==> src/rtl/uart_cmd_parser.sv <==
// Framed UART command parser: assembles channel/adder/amplitude into shadow registers and commits atomically.
// Optional checksum byte before EOM is enabled by defining UART_CMD_CHECKSUM_EN.
module uart_cmd_parser #(
    parameter int NUM_CH         = 4,
    parameter int WORD_BYTES     = 4,
    parameter int ADDER_RST      = 1367925,
    parameter int AMPL_RST       = 1000000,
    parameter int TIMEOUT_CYCLES = 1000000
) (
    input  logic                           clk,
    input  logic                           rst_n,
    output logic                           from_uart_ready,
    input  logic [7:0]                     from_uart_data,
    input  logic                           from_uart_error,
    input  logic                           from_uart_valid,
    output logic [NUM_CH*8*WORD_BYTES-1:0] adder,
    output logic [NUM_CH*8*WORD_BYTES-1:0] amplitude,
    output logic [NUM_CH-1:0]              update_strobe,
    output logic                           frame_err,
    output logic [7:0]                     err_count
);
    localparam int W = 8 * WORD_BYTES;

    typedef enum logic [2:0] {
        ST_IDLE  = 3'd0,
        ST_CH    = 3'd1,
        ST_ADDER = 3'd2,
        ST_AMPL  = 3'd3,
`ifdef UART_CMD_CHECKSUM_EN
        ST_CHK   = 3'd4,
`endif
        ST_EOM   = 3'd5
    } state_t;

    state_t      state_r, state_n;
    logic [2:0]  cnt_r, cnt_n;
    logic [31:0] tmo_r;
    logic [7:0]  sh_ch_r;
    logic [W-1:0] sh_adder_r, sh_ampl_r;
`ifdef UART_CMD_CHECKSUM_EN
    logic [7:0]  sh_chk_r, rx_chk_r;
`endif
    logic byte_s, last_s, tmo_hit_s, eom_ok_s, commit_s, fault_s;

    // Next-state decode, commit and fault detection
    always_comb begin
        state_n   = state_r;
        cnt_n     = cnt_r;
        commit_s  = 1'b0;
        fault_s   = 1'b0;
        byte_s    = from_uart_valid && from_uart_ready;
        last_s    = (cnt_r == 3'(WORD_BYTES - 1));
        tmo_hit_s = (state_r != ST_IDLE) && (tmo_r == 32'(TIMEOUT_CYCLES - 1));
`ifdef UART_CMD_CHECKSUM_EN
        eom_ok_s  = (from_uart_data == 8'h65) && ({1'b0, sh_ch_r} < 9'(NUM_CH)) && (sh_chk_r == rx_chk_r);
`else
        eom_ok_s  = (from_uart_data == 8'h65) && ({1'b0, sh_ch_r} < 9'(NUM_CH));
`endif
        if (byte_s) begin
            if (state_r != ST_IDLE && from_uart_error) begin
                fault_s = 1'b1;
                state_n = ST_IDLE;
            end else begin
                case (state_r)
                    ST_IDLE: begin
                        if (from_uart_data == 8'h73) begin
                            state_n = ST_CH;
                        end else begin
                            state_n = ST_IDLE;
                        end
                    end
                    ST_CH: begin
                        state_n = ST_ADDER;
                        cnt_n   = 3'd0;
                    end
                    ST_ADDER: begin
                        if (last_s) begin
                            state_n = ST_AMPL;
                            cnt_n   = 3'd0;
                        end else begin
                            cnt_n = cnt_r + 3'd1;
                        end
                    end
                    ST_AMPL: begin
                        if (last_s) begin
`ifdef UART_CMD_CHECKSUM_EN
                            state_n = ST_CHK;
`else
                            state_n = ST_EOM;
`endif
                            cnt_n = 3'd0;
                        end else begin
                            cnt_n = cnt_r + 3'd1;
                        end
                    end
`ifdef UART_CMD_CHECKSUM_EN
                    ST_CHK: state_n = ST_EOM;
`endif
                    ST_EOM: begin
                        state_n  = ST_IDLE;
                        commit_s = eom_ok_s;
                        fault_s  = !eom_ok_s;
                    end
                    default: state_n = ST_IDLE;
                endcase
            end
        end else if (tmo_hit_s) begin
            fault_s = 1'b1;
            state_n = ST_IDLE;
        end else begin
            state_n = state_r;
        end
    end

    // Sequencer state, inter-byte timeout and shadow frame assembly
    always_ff @(posedge clk or negedge rst_n) begin
        if (!rst_n) begin
            state_r    <= ST_IDLE;
            cnt_r      <= 3'd0;
            tmo_r      <= 32'd0;
            sh_ch_r    <= 8'd0;
            sh_adder_r <= '0;
            sh_ampl_r  <= '0;
`ifdef UART_CMD_CHECKSUM_EN
            sh_chk_r   <= 8'd0;
            rx_chk_r   <= 8'd0;
`endif
        end else begin
            state_r <= state_n;
            cnt_r   <= cnt_n;
            if (byte_s || state_n == ST_IDLE) begin
                tmo_r <= 32'd0;
            end else begin
                tmo_r <= tmo_r + 32'd1;
            end
            if (byte_s && !from_uart_error) begin
                case (state_r)
                    ST_CH: begin
                        sh_ch_r    <= from_uart_data;
                        sh_adder_r <= '0;
                        sh_ampl_r  <= '0;
`ifdef UART_CMD_CHECKSUM_EN
                        sh_chk_r   <= from_uart_data;
`endif
                    end
                    ST_ADDER: begin
                        sh_adder_r <= (sh_adder_r << 8) | W'(from_uart_data);
`ifdef UART_CMD_CHECKSUM_EN
                        sh_chk_r   <= sh_chk_r ^ from_uart_data;
`endif
                    end
                    ST_AMPL: begin
                        sh_ampl_r <= (sh_ampl_r << 8) | W'(from_uart_data);
`ifdef UART_CMD_CHECKSUM_EN
                        sh_chk_r  <= sh_chk_r ^ from_uart_data;
`endif
                    end
`ifdef UART_CMD_CHECKSUM_EN
                    ST_CHK: rx_chk_r <= from_uart_data;
`endif
                    default: sh_ch_r <= sh_ch_r;
                endcase
            end
        end
    end

    // Registered outputs: channel commit, strobes, error pulse and saturating error count
    always_ff @(posedge clk or negedge rst_n) begin
        if (!rst_n) begin
            from_uart_ready <= 1'b0;
            update_strobe   <= '0;
            frame_err       <= 1'b0;
            err_count       <= 8'd0;
            for (int c = 0; c < NUM_CH; c++) begin
                adder[c*W +: W]     <= W'(ADDER_RST);
                amplitude[c*W +: W] <= W'(AMPL_RST);
            end
        end else begin
            from_uart_ready <= 1'b1;
            frame_err       <= fault_s;
            if (fault_s && err_count != 8'hFF) begin
                err_count <= err_count + 8'd1;
            end else begin
                err_count <= err_count;
            end
            for (int c = 0; c < NUM_CH; c++) begin
                if (commit_s && sh_ch_r == 8'(c)) begin
                    adder[c*W +: W]     <= sh_adder_r;
                    amplitude[c*W +: W] <= sh_ampl_r;
                    update_strobe[c]    <= 1'b1;
                end else begin
                    update_strobe[c]    <= 1'b0;
                end
            end
        end
    end
endmodule

==> config.mk <==
export PLATFORM = sky130hd
export DESIGN_NAME = uart_cmd_parser
export DESIGN_NICKNAME = d
export VERILOG_FILES = /design/src/rtl/uart_cmd_parser.sv
export SDC_FILE = /design/constraint.sdc
export NUM_CORES = 1
export LEC_CHECK = 0
export CAP_MARGIN = 15
export CORE_MARGIN = 2
export CORE_UTILIZATION = 50
export DETAILED_ROUTE_END_ITERATION = 16
export PLACE_DENSITY = 0.79
export SYNTH_ARGS = -nofsm -noshare
export SYNTH_HDL_FRONTEND = slang
export SYNTH_SLANG_ARGS = --single-unit
==> constraint.sdc <==
create_clock -name clk -period 3.3 [get_ports clk]
set_clock_uncertainty 0.15 [all_clocks]
set_input_delay 0.66 -clock clk [delete_from_list [all_inputs] [get_ports clk]]
set_output_delay 0.66 -clock clk [all_outputs]
set_load 0.01 [all_outputs]
==> results.json, run 1 <==
{
  "postCtsHoldBufs": 0,
  "worstPathArrival_ns": 3.20,
  "irDropWorstVdd_mv": 0.355,
  "dieArea_mm2": 0.0313,
  "vias": 9534,
  "numCtsBuffers": 39,
  "sequentialPowerShare": 0.500,
  "h-tree-depth": 2,
  "swShare": 0.201,
  "hold_violations": 0,
  "die_h_um": 177,
  "p_sw_mw": 1.88,
  "drive_gt1_frac": 0.184,
  "synth_simple_gate_area_share": 0.0691,
  "drv_slew": 0,
  "gp_congestion": 0.818,
  "worst_slew_pin_slew_ns": 1.06,
  "dp_hpwl_um": 23900,
  "cp-end-kind": "flop",
  "criticalPathCategory": "primary input to flop",
  "synthMuxAreaShare": 0.200,
  "synth_top_family_by_area": "multiplexers",
  "portBuffers": 281,
  "drc": 0,
  "fin_nets": 1353,
  "post_cts_resized": 0,
  "synth_compound_area_frac": 0.0376,
  "synth_edf_count": 0,
  "coreArea_mm2": 0.0296,
  "slowest_stage": "clkdlybuf4s50_1",
  "placed_cell_area_mm2": 0.0184,
  "pin_count": 282,
  "status": "complete, no violations",
  "filler_cell_count": 2069,
  "critical_path.startpoint_type": "primary input",
  "worst_path_largest_cell_delay_ns": 0.51,
  "antenna_found_initial": 0,
  "synthAdderAreaFrac": 0.00251,
  "p_per_area_mw_per_mm2": 475,
  "num_rows": 63,
  "slew_headroom": 0.286,
  "clock_path_buffers": 3,
  "synth.distinct_cells": 46,
  "synth-seq-area-share": 0.643,
  "final_cell_mix": "dfrtp_1 (296), clkdlybuf4s50_1 (280), mux2_1 (210)",
  "grt_pass1_vias": 9674,
  "synthToLayoutAreaGrowth_pct": 31.7,
  "final.min_clock_period_ns": 2.96,
  "leakage_nw": 9.13,
  "max_freq_mhz": 338,
  "clk_pin_slew_ns": 0.06,
  "syn-cell-area_mm2": 0.0149,
  "min-delay-path-class": "primary input to asynchronous set/reset pin",
  "post_cts.repair.setup_buffers": 0,
  "async_flop_share": 1.00,
  "clock_sinks": 380,
  "drt.antenna.violating_nets": 0,
  "drt-initial-drc-count": 684,
  "drt_pre_antenna_iters": 4,
  "start_util": 0.506,
  "grt.total_usage": 0.232,
  "hold_slack_ns": 0.0221,
  "synth-seq-cells": 380,
  "finalInstanceArea_mm2": 0.0197,
  "fp.dieW_um": 177,
  "power_frac_comb": 0.019,
  "path_max_fanout": 57,
  "post-route-period-util": 0.895,
  "via_per_inst": 5.43,
  "pwr-share-clk": 0.481,
  "routed_wirelength_um": 35500,
  "cp_cell_sequence": "clkdlybuf4s50_1 -> nor4bb_1 -> and4_1 -> nand2_1 -> nor2_1 -> nand3b_1 -> buf_12 -> mux2_1",
  "syn_area_per_cell_um2": 14.5,
  "setup_viol": 0,
  "synth-xor-area-share": 0.0205,
  "syn_nets": 1046,
  "cts_root_buffer": "clkbuf_16",
  "ys_warn_count": 0,
  "p_int_mw": 7.48,
  "grt_overflow_total": 0,
  "rsz0062_at_grt": "no",
  "layout_commonest_cell": "dfrtp_1",
  "synth_cells": 1031,
  "synthFlopType": "dfrtp_1",
  "r2r.worst_path.cells": 7,
  "antenna_cells": 0,
  "cts_tree": "built",
  "wl_per_cell_um": 20.2,
  "grt_pass1_wl_um": 56400,
  "crit_required_ns": 3.54,
  "power_mw": 9.36,
  "maxCapViolations": 0,
  "grt_max_degree": 88,
  "clkLatencyLatePin_ns": 0.51
}
==> through the flow <==
step | setup WS, ns | setup TNS (ns) | utilization | cells
final | 0.345 | 0 | 0.666 | 1757
after global routing | 0.274 | 0 | 0.666 | 1757
after CTS | 0.406 | 0 | 0.666 | 1757
after detailed placement | -0.132 | -7.54 | 0.621 | 1687
after global placement | 0.0404 | 0 | 0.621 | 1687
after floorplan | 0.766 | 0 | - | 1031
==> cell usage after synthesis, types with 3 or more instances <==
library cell / count / area [um^2]
nor4_1: 4 / 25.0
ha_1: 3 / 37.5
clkbuf_1: 23 / 86.3
a22o_1: 32 / 280
mux2_1: 210 / 2360
inv_1: 7 / 26.3
nand2_1: 86 / 323
nor2_1: 42 / 158
mux2_2: 56 / 631
buf_4: 3 / 22.5
xnor2_1: 9 / 78.8
o21ai_0: 37 / 185
nand3b_1: 3 / 22.5
nor3_1: 4 / 20.0
buf_2: 5 / 25.0
buf_6: 21 / 236
dfrtp_1: 296 / 7410
and4_1: 4 / 35.0
xor2_1: 26 / 228
nand3_1: 21 / 105
or3_1: 4 / 25.0
dfstp_2: 84 / 2210
and3_1: 8 / 50.1
a21oi_1: 4 / 20.0
nand4_1: 10 / 62.6
nor4bb_1: 3 / 30.0
==> per-layer routing <==
| layer | vias up | routed length [um] | GRT usage |
|---|---|---|---|
| met4 | 0 | 836 | 0.0675 |
| li1 | 4236 | - | - |
| met3 | 58 | 1810 | 0.0399 |
| met1 | 4974 | 15700 | 0.322 |
| met2 | 266 | 17200 | 0.378 |
| met5 | - | 0 | 0 |
==> path summary, 6_finish.rpt <==
kind,startpoint,end,slack (ns)
setup / recovery,from_uart_data[6],adder[92],0.34
hold / removal,rst_n,amplitude[94],0.02
setup reg to reg,sh_ch_r[5],adder[92],0.65
hold reg to reg,amplitude[21],amplitude[21],0.33
max in group asynchronous,rst_n,adder[100],2.12
min in group clk,amplitude[21],amplitude[21],0.33
==> flip-flops by register name (all words and copies together), names as in the netlist, 4 cells and up <==
name / cells
sh_adder_r: 32
err_count: 8
amplitude: 128
sh_ampl_r: 32
adder: 128
sh_ch_r: 8
tmo_r: 32
update_strobe: 4
==> critical path, delay by kind of cell <==
family / cells / cell delay, ns
AND/OR/NAND/NOR: 5 / 1.37
multiplexers: 1 / 0.36
buffers and inverters: 2 / 0.80
==> power groups by stage <==
stage / sequential [mW] / clock, mW / combinational [mW]
finish: 4.68 / 4.50 / 0.174
global route: 4.68 / 4.80 / 0.199
CTS: 4.68 / 4.59 / 0.181
detailed placement: 4.76 / 0 / 0.181
global placement: 4.76 / 0 / 0.178
floorplan: 4.76 / 0 / 0.0188
==> layout make-up <==
cell class,instances,area [um^2],share of cell area
clock buffer,61,1210,0.0615
clock inverter,9,123,0.00623
inverter,7,26.3,0.00133
multi-input combinational,592,4970,0.252
sequential,380,9610,0.488
tap,390,488,0.0248
timing repair buffer,318,3260,0.165
==> cell families after synthesis <==
kind of cell | Yosys count
DFF | 380
xor gates and xnor gates | 35
other | 1
adders and majority gates | 3
and+or+nand+nor | 206
muxes | 266
AOI/OAI and AO/OA | 81
buffers and inverters | 59
(Power assumes the default switching activity.)
==> run 2, diff against run 1 <==
--- a/config.mk
+++ b/config.mk
@@ -7,9 +7,9 @@
 export LEC_CHECK = 0
 export CAP_MARGIN = 15
 export CORE_MARGIN = 2
-export CORE_UTILIZATION = 50
+export CORE_UTILIZATION = 52
 export DETAILED_ROUTE_END_ITERATION = 16
-export PLACE_DENSITY = 0.79
+export PLACE_DENSITY = 0.82
 export SYNTH_ARGS = -nofsm -noshare
 export SYNTH_HDL_FRONTEND = slang
 export SYNTH_SLANG_ARGS = --single-unit
==> results.json, run 2 (synthesis results as in run 1) <==
{
  "pin_count": 282,
  "slew_headroom": 0.371,
  "grt_max_degree": 94,
  "antenna_cells": 0,
  "maxCapViolations": 0,
  "postCtsHoldBufs": 0,
  "filler_cell_count": 1917,
  "cp_cell_sequence": "clkdlybuf4s50_1 -> nor4bb_1 -> buf_4 -> and4_1 -> nand2_1 -> nor2_1 -> nand3b_1 -> buf_4 -> mux2_1",
  "coreArea_mm2": 0.0285,
  "max_freq_mhz": 348,
  "crit_required_ns": 3.54,
  "post_cts_resized": 0,
  "start_util": 0.525,
  "drt_pre_antenna_iters": 6,
  "p_per_area_mw_per_mm2": 462,
  "path_max_fanout": 21,
  "layout_commonest_cell": "dfrtp_1",
  "cts_tree": "built",
  "hold_violations": 0,
  "cp-end-kind": "flop",
  "clk_pin_slew_ns": 0.06,
  "criticalPathCategory": "primary input to flop",
  "status": "complete, no violations",
  "final_cell_mix": "dfrtp_1 (296), clkdlybuf4s50_1 (280), mux2_1 (210)",
  "post_cts.repair.setup_buffers": 0,
  "clock_path_buffers": 3,
  "critical_path.startpoint_type": "primary input",
  "clock_sinks": 380,
  "numCtsBuffers": 39,
  "rr_startpoint": "sh_ch_r[4]",
  "leakage_nw": 9.15,
  "reg_top3": "adder (128), amplitude (128)",
  "vias": 9568,
  "grt_pass1_wl_um": 56900,
  "multi_input_area_mm2": 0.00497,
  "power_mw": 9.11,
  "grt.total_usage": 0.239,
  "post-route-period-util": 0.870,
  "drt.antenna.violating_nets": 0,
  "gp_congestion": 0.819,
  "via_per_inst": 5.44,
  "dp_hpwl_um": 24500,
  "crit_buf_inv": 3,
  "setup_viol": 0,
  "portBuffers": 281,
  "worstPathArrival_ns": 3.11,
  "drt-initial-drc-count": 493,
  "drive_gt1_frac": 0.189,
  "antenna_found_initial": 0,
  "drc": 0,
  "slowest_stage": "clkdlybuf4s50_1",
  "final.min_clock_period_ns": 2.87,
  "dp_slack_ns": -0.0728,
  "dieArea_mm2": 0.0301,
  "seqCellArea_mm2": 0.00961,
  "fp.dieW_um": 174,
  "hold_slack_ns": 0.00556,
  "critPathTopFamily": "simple AND/OR/NAND/NOR gates",
  "min-delay-path-class": "primary input to asynchronous set/reset pin",
  "drv_slew": 0,
  "fin_nets": 1362,
  "routed_wirelength_um": 35600,
  "cpMostUsedCell": "buf_4",
  "irDropWorstVdd_mv": 0.319,
  "worst_slew_pin_slew_ns": 0.936,
  "worst_path_largest_cell_delay_ns": 0.47,
  "cts_root_buffer": "clkbuf_16",
  "wl_per_cell_um": 20.2,
  "synthToLayoutAreaGrowth_pct": 31.9,
  "h-tree-depth": 2,
  "grt_pass1_vias": 9931,
  "cp-startpoint": "from_uart_data[6]",
  "clkLatencyLatePin_ns": 0.52,
  "grt_overflow_total": 0,
  "die_h_um": 174,
  "rsz0062_at_grt": "no",
  "num_rows": 62,
  "worst_slack_ns": 0.429
}
-- run 2: cell count changes in the layout (fill, tap and decap cells not counted), moves of 2 or more --
cell       before  now
clkbuf_16      41   39
buf_4          24   28
clkinv_2        5    9
buf_12         13   18
clkbuf_8       11    8
inv_6           0    2
-- run 2: cell type report --
type,count,area share
well taps,384,0.0244
multi-input cells,592,0.252
repair buffers,327,0.172
inverters,7,0.00133
clock inverters,13,0.00622
clock buffers,57,0.0570
flip-flops and latches,380,0.487
-- run 2: final timing paths --
path | end | slack [ns] | depth (start not counted)
min | adder[31] | 0.006 | 1
max | amplitude[85] | 0.43 | 9
min in group clk | amplitude[21] | 0.33 | 1
max in group asynchronous | adder[59] | 2.07 | 2
min reg2reg | amplitude[21] | 0.33 | 1
max reg2reg | amplitude[85] | 0.64 | 7
-- run 2: worst register-to-register path, delay by kind of cell (launching register included) --
family	cells	cell delay, ns
flip-flops	1	0.40
AND/OR/NAND/NOR	5	1.31
buffers and inverters	1	0.30
multiplexers	1	0.37
-- run 2: per-stage QoR --
stage	utilization	TNS, ns	std cells	instance area (um^2)
floorplan	-	0	1031	14900
global placement	0.649	-1.67	1690	18500
detailed placement	0.649	-1.86	1690	18500
CTS	0.693	0	1760	19700
global route	0.693	0	1760	19700
finish	0.693	0	1760	19700
-- run 2: where the power goes --
part | internal [mW] | total (mW) | leakage (nW) | switching, mW
logic | 0.0494 | 0.169 | 3.52 | 0.119
clock network | 2.52 | 4.26 | 0.622 | 1.74
registers | 4.67 | 4.68 | 5.00 | 0.00993
total | 7.24 | 9.11 | 9.15 | 1.87
-- run 2: layer usage --
metal,track usage,vias up,share of wire
li1,-,4266,-
met1,0.321,4908,0.43
met2,0.395,311,0.48
met3,0.0428,83,0.056
met4,0.0837,0,0.036
met5,0,-,0
==> run 3, diff against run 2 <==
--- a/config.mk
+++ b/config.mk
@@ -9,6 +9,7 @@
 export CORE_MARGIN = 2
 export CORE_UTILIZATION = 52
 export DETAILED_ROUTE_END_ITERATION = 16
+export GPL_TIMING_DRIVEN = 0
 export PLACE_DENSITY = 0.82
 export SYNTH_ARGS = -nofsm -noshare
 export SYNTH_HDL_FRONTEND = slang
==> results.json, run 3 (synthesis results as in run 1) <==
{
  "slew_headroom": 0.377,
  "hp-start": "adder[25]",
  "final_cell_mix": "dfrtp_1 (296), clkdlybuf4s50_1 (280), mux2_1 (210)",
  "layout_commonest_cell": "dfrtp_1",
  "gp_congestion": 0.812,
  "postCtsHoldBufs": 1,
  "antenna_cells": 0,
  "dieArea_mm2": 0.0301,
  "h-tree-depth": 2,
  "hold_path_depth": 1,
  "drt-initial-drc-count": 658,
  "r2r.worst_path.cells": 6,
  "drive_gt1_frac": 0.178,
  "via_per_inst": 5.37,
  "portBuffers": 281,
  "final.min_clock_period_ns": 3.09,
  "p_per_area_mw_per_mm2": 475,
  "cts_root_buffer": "clkbuf_16",
  "crit_required_ns": 3.54,
  "p_int_mw": 7.48,
  "drt.antenna.violating_nets": 0,
  "coreArea_mm2": 0.0285,
  "rr_startpoint": "sh_ch_r[5]",
  "grt_max_degree": 125,
  "pwr-share-clk": 0.482,
  "power_mw": 9.35,
  "filler_cell_count": 1971,
  "clock_sinks": 380,
  "top_usage_layer": "met2",
  "dp.cells": 1699,
  "swShare": 0.200,
  "worstPathArrival_ns": 3.33,
  "cp-startpoint": "from_uart_data[6]",
  "maxCapViolations": 0,
  "hold_violations": 0,
  "die_h_um": 174,
  "clk_pin_slew_ns": 0.06,
  "min-delay-path-class": "flop to flop",
  "drc": 0,
  "worst_slew_pin_slew_ns": 0.927,
  "drt_pre_antenna_iters": 5,
  "max_freq_mhz": 324,
  "antenna_found_initial": 0,
  "wl_per_cell_um": 20.1,
  "gr-usage-met3": 0.0482,
  "vias": 9523,
  "irDropWorstVdd_mv": 0.325,
  "cts_tree": "built",
  "power_frac_comb": 0.017,
  "fp.dieW_um": 174,
  "rsz0062_at_grt": "no",
  "pin_count": 282,
  "clock_path_buffers": 3,
  "drv_slew": 0,
  "post_cts.repair.setup_buffers": 0,
  "grt_util_met2": 0.393,
  "grt_pass1_wl_um": 57400,
  "routed_wirelength_um": 35500,
  "sequentialPowerShare": 0.501,
  "clkLatencyLatePin_ns": 0.51,
  "path_max_fanout": 10,
  "grt_overflow_total": 0,
  "criticalPathCategory": "primary input to flop",
  "start_util": 0.525,
  "grt.total_usage": 0.242,
  "cp-end-kind": "flop",
  "p_sw_mw": 1.87,
  "reg2reg_slack_ns": 0.56,
  "leakage_nw": 9.13,
  "reg_top3": "adder (128), amplitude (128)",
  "numCtsBuffers": 40,
  "status": "complete, no violations",
  "fin_nets": 1373,
  "r2r_end": "amplitude[29]",
  "num_rows": 62,
  "dp_hpwl_um": 25100,
  "grt_pass1_vias": 9996,
  "post-route-period-util": 0.936,
  "critical_path.startpoint_type": "primary input",
  "grtUsageMet1": 0.328,
  "synthToLayoutAreaGrowth_pct": 31.7,
  "setup_viol": 0,
  "post_cts_resized": 0,
  "fin_cells": 1772,
  "holdPathEnd": "adder[25]"
}
-- run 3: routing by layer --
metal	share of wire	up-vias
li1	-	4299
met2	0.48	285
met3	0.058	66
met5	0	-
met1	0.43	4873
met4	0.031	0
-- run 3: how the worst max path moves through the flow --
stage	to	slack [ns]	cells past startpoint
final	amplitude[29]	0.21	7
after global routing	amplitude[22]	0.08	7
after CTS	amplitude[22]	0.24	7
after detailed placement	amplitude[22]	-0.30	7
after global placement	tmo_r[24]	-14.49	1
after floorplan	adder[33]	0.77	7
-- run 3: layout make-up --
| type | instances | area, um^2 | area share |
|---|---|---|---|
| buffer | 52 | 370 | 0.0188 |
| clock buffer | 60 | 1210 | 0.0613 |
| clock inverter | 12 | 141 | 0.00718 |
| inverter | 7 | 26.3 | 0.00133 |
| multi-input combinational | 592 | 4940 | 0.251 |
| sequential | 380 | 9610 | 0.488 |
| tap | 384 | 480 | 0.0244 |
| timing repair buffer | 285 | 2910 | 0.148 |
-- run 3: critical path, stage by stage --
cell and delay, ns:
clkdlybuf4s50_1 0.59, nor4bb_1 0.40, and4_1 0.30, nand3_1 0.13
nor3_4 0.62, buf_6 0.27, mux2_1 0.34
-- run 3: power by group through the flow --
stage | Sequential, mW | Clock (mW) | Combinational, mW
after floorplan | 4.76 | 0 | 0.0188
after global placement | 4.77 | 0 | 0.147
after detailed placement | 4.76 | 0 | 0.162
after CTS | 4.68 | 4.62 | 0.164
after global routing | 4.68 | 4.81 | 0.180
final | 4.68 | 4.51 | 0.157
-- run 3: stage by stage --
step | setup WS, ns | area, um^2 | hold WS, ns | util | TNS, ns
finish | 0.212 | 19700 | 0.333 | 0.692 | 0
global route | 0.0806 | 19700 | 0.345 | 0.692 | 0
CTS | 0.244 | 19700 | 0.337 | 0.692 | 0
detailed placement | -0.297 | 18300 | 0.324 | 0.644 | -23.98
global placement | -14.49 | 18200 | 0.316 | 0.641 | -5119.09
floorplan | 0.766 | 14900 | 0.214 | - | 0
==> patch 1: new RTL, config.mk and constraints of run 1 <==
`WORD_BYTES`: 4 -> 3.
--- a/src/rtl/uart_cmd_parser.sv
+++ b/src/rtl/uart_cmd_parser.sv
@@ -2,7 +2,7 @@
 // Optional checksum byte before EOM is enabled by defining UART_CMD_CHECKSUM_EN.
 module uart_cmd_parser #(
     parameter int NUM_CH         = 4,
-    parameter int WORD_BYTES     = 4,
+    parameter int WORD_BYTES     = 3,
     parameter int ADDER_RST      = 1367925,
     parameter int AMPL_RST       = 1000000,
     parameter int TIMEOUT_CYCLES = 1000000
Interface: changed (resized adder and amplitude); port bits go from 282 to 218. The function was not compared with the original's and may differ.
==> patch 1 against run 1 <==
Routed wire length fell by 24%; sequential cell count fell by 80; final area fell by 21%; highest routed layer unchanged; setup slack improved by 170 ps; area after synthesis fell by 20%; hold slack improved by 320 ps; sequential share of layout area fell by 0.096 points; total power fell by 22%.
==> patch 1: results (changes against run 1) <==
[drt]
routed_wl_mm=26.8  ; -24%
routed_via_density=5.33  ; -1.8%
first_iter_violations=326  ; -52%

[final_layout]
multiInputGateArea_um2=4060  ; -18%
buffer_area_share_pct=16.4  ; -0.19 points
nClkBuffers=47  ; -23%
clk_share_pct=6.25  ; -0.53 points
area_delta_synth_final_pct=31.2
buffers=252  ; -21%
seq_area_share_pct=48.7  ; -0.096 points
inv_count=5  ; -2
largestRegisters=adder: 96 flops, amplitude: 96 flops, tmo_r: 32 flops
multi_input_gates=495  ; -16%

[run_status]
status=finished, final reports clean

[logic_synthesis]
async_reset_ff_share_pct=100  ; unchanged
synthTopCellsByArea=dfrtp_1, dfstp_2, mux2_2
syn_nets=853  ; -18%
seq_area_frac_synth_pct=63.9  ; -0.40 points
synth.distinct_cells=51  ; +11%

[cts]
clk_latency_ps=550  ; +40 ps
cts-buffers-inserted=30  ; -23%
cts_hold_buf=1  ; +1
htree_num_levels=1  ; -1

[worst_setup_path]
worstPathMaxFanout=43  ; -25%
worstRegToRegCells=6  ; -1
regToRegEndpoint=amplitude[45]
rrSetupSlack_ps=630  ; -20 ps
cp.arrival_ps=3050  ; -150 ps

[sta]
fin_ws_ps=516  ; +172 ps
holdWs_ps=343  ; +321 ps
worst_pin_slew_ps=654  ; -410 ps

[placed_design]
portBuffers=217  ; -23%
gp_congestion=0.830  ; +1.4%
dp.cells=1370  ; -19%
dp_hpwl_mm=18.0  ; -25%
place_ws_ps=-19.6  ; +112 ps

[global_route]
grt_pass1_wl_mm=42.3  ; -25%
grt_util_all_layers_pct=21.4  ; -1.8 points

[power]
switching_share_pct=21.2  ; +1.1 points
ir_drop_uv=307  ; -14%
p_per_area_nw_per_um2=465  ; -2.1%
combPwrFrac_pct=2.8  ; +0.9 points
p_leak_uw=0.00701  ; -23%

==> patch 1: changes by cell type in the layout (fill, tap and decap cells not counted), moves of 8 or more <==
| cell | run 1 | this run |
|---|---|---|
| mux2_1 | 210 | 13 |
| mux2_2 | 56 | 180 |
| dfrtp_1 | 296 | 216 |
| clkdlybuf4s50_1 | 280 | 216 |
| nand2_1 | 85 | 65 |
| clkbuf_16 | 41 | 31 |
| o21ai_0 | 37 | 28 |
| mux2_4 | 0 | 8 |
==> patch 1: cells by family after synthesis <==
logic type,Yosys count,synth area share (%)
AND/OR/NAND/NOR,190,8.06
AO/OA/AOI/OAI,63,3.68
flip-flops,300,63.9
other,1,0.0315
XOR/XNOR,38,2.79
multiplexers,201,19.3
adder cells (fa/ha/maj),2,0.210
buffers and inverters,44,2.05
==> patch 1: routing by layer <==
metal	share of wire, %	global-route usage (%)	vias to the layer above
met5	0	0	-
met4	1.6	4.63	0
met3	6.1	4.74	33
met2	48	34.8	213
met1	44	29.7	3900
li1	-	-	3457
==> patch 2: new RTL, settings of run 1 <==
Without the edit above. The 5 states of `state_t` get a one-hot encoding in 5 bits.
--- a/src/rtl/uart_cmd_parser.sv
+++ b/src/rtl/uart_cmd_parser.sv
@@ -21,15 +21,15 @@
 );
     localparam int W = 8 * WORD_BYTES;
 
-    typedef enum logic [2:0] {
-        ST_IDLE  = 3'd0,
-        ST_CH    = 3'd1,
-        ST_ADDER = 3'd2,
-        ST_AMPL  = 3'd3,
+    typedef enum logic [4:0] {
+        ST_IDLE  = 5'b00001,
+        ST_CH    = 5'b00010,
+        ST_ADDER = 5'b00100,
+        ST_AMPL  = 5'b01000,
 `ifdef UART_CMD_CHECKSUM_EN
         ST_CHK   = 3'd4,
 `endif
-        ST_EOM   = 3'd5
+        ST_EOM   = 5'b10000
     } state_t;
 
     state_t      state_r, state_n;
Function: same outputs for any inputs over 4 cycles, from zero or initial values and one cycle with rst_n low; so few cycles prove little.
==> patch 2 against run 1 <==
The flow now finishes with violations (negative hold slack); register-to-register slack got worse by 190 ps; maximum frequency rose by 3.9%; synthesized cell count rose by 13%; final area rose by 4.4%; die area rose by 5.4%; area after synthesis rose by 5.5%; total power rose by 4.0%; count of clock-buffer cells in the layout fell by 1; routed wire length rose by 9.1%; setup slack improved by 110 ps; largest cell class unchanged; sequential cell count rose by 2; core utilization fell by 0.99 points.
==> patch 2: results (changes against run 1) <==
[worst_setup_path]
cp_slowest_cell=dfstp_2
worstRegToRegCells=6  ; -1
cp.arrival_ps=3110  ; -90 ps
worstPathMaxFanout=32  ; -44%
r2r-start=state_r[0]
cp_slowest_stage_delay_ps=610  ; +100 ps
rrSetupSlack_ps=460  ; -190 ps
regToRegEndpoint=amplitude[100]

[cts]
clkTransAtPathRegs_ps=60  ; about the same
cts_resized=0  ; unchanged
cts-buffers-inserted=41  ; +5.1%
post-cts-setup-buffer-count=0  ; unchanged
cts_root_buffer=clkbuf_16
cts_buffer_depth=3  ; unchanged
htree_num_levels=2  ; unchanged
clk_latency_ps=540  ; +30 ps

[final_layout]
fill_cells=2195  ; +6.1%
largestRegisters=adder: 128 flops, amplitude: 128 flops
nets=1479  ; +9.3%
drive_above_1_share_pct=30.3  ; +12 points

[sta]
relSlewSlack_pct=42.0  ; +13 points
holdWs_ps=-48.1  ; -70.3 ps
finalSetupTns_ps=0  ; unchanged
hold_viol=16  ; +16

[run_status]
violations=negative hold slack
status=finished with violations

[logic_synthesis]
synth.distinct_cells=54  ; +17%
syn_nets=1185  ; +13%
ys_warn_count=0  ; unchanged
synth_top_area_cell=dfrtp_1
async_reset_ff_share_pct=100  ; unchanged
netlist_top_cells_count=dfrtp_1, mux2_2, nand2_1, dfstp_2, o21ai_0
synthTopCellsByArea=dfrtp_1, dfstp_2, mux2_2
seq_area_frac_synth_pct=61.3  ; -3.0 points
synth_flop_cell=dfrtp_1

[drt]
routed_wl_mm=38.8  ; +9.1%
routed_via_density=5.53  ; +1.9%
drt-pass1-iter-count=5  ; +1
first_iter_violations=706  ; +3.2%

[power]
p_leak_uw=0.00915  ; +0.23%
ir_drop_uv=378  ; +6.3%

[global_route]
grt_pass1_wl_mm=61.9  ; +9.8%
grt_start_max_net_pins=84  ; -4.5%
antenna_found_initial=2  ; +2
grt_util_all_layers_pct=23.7  ; +0.52 points
grt_pass1_vias=10752  ; +11%

[placed_design]
dp_hpwl_mm=26.1  ; +9.3%
portBuffers=281  ; unchanged
gp_congestion=0.896  ; +9.5%

[min_path]
min_path_type=in2async

## patch 2: kinds of logic after synthesis
logic type | share of synthesized area [%]
xor+xnor | 1.67
buf+inv | 2.69
mux | 20.3
fa+ha+maj | 0.238
flops | 61.3
simple gates | 8.76
other cells | 0.0238
compound gates | 5.05
## patch 2: metrics by stage
stage	instances	hold slack [ps]	area (µm²)	setup WS, ps
detailed placement	1823	328	19200	35.1
CTS	1899	16.0	20500	478
global route	1900	49.6	20500	373
global placement	1823	318	19200	95.7
finish	1900	-48.1	20500	456
floorplan	1170	214	15800	648
## patch 2: where the power goes
part | total [µW] | switching, µW | internal (µW)
clock network | 4660 | 1880 | 2780
logic | 303 | 175 | 128
registers | 4770 | 44.2 | 4720
## patch 2: routing by layer
layer	up-vias	global-route usage, %	share of wire (%)
met3	70	4.05	5.0
li1	4702	-	-
met1	5388	32.2	43
met2	340	39.1	49
met5	-	0	0.041
met4	2	7.84	2.9
## patch 2: critical path: cells and delay by family, from the launching register on
family,cells,cell delay [ps]
flops,1,610
compound gates,1,250
mux,1,320
simple gates,3,1170
buf+inv,1,210
## patch 2: area by class of cell
type                            count  share of cell area, %
Sequential cell                   382                   47.0
Multi-Input combinational cell    712                   27.8
Timing Repair Buffer              317                   15.8
Clock buffer                       60                   5.83
Tap cell                          402                   2.45
Clock inverter                     16                  0.919
Inverter                           10                  0.183
Antenna cell                        1                 0.0122
## patch 2: how the worst max path moves through the flow
stage                 startpoint        endpoint  slack (ps)  depth (start not counted)
3_3_place_gp   from_uart_data[2]   amplitude[99]         100                          7
3_5_place_dp   from_uart_data[2]       adder[89]          40                          7
4_1_cts               state_r[0]       adder[71]         480                          6
6_report              state_r[0]  amplitude[100]         460                          6
5_1_grt               state_r[0]       adder[71]         370                          6
2_1_floorplan         state_r[0]      adder[103]         650                          7
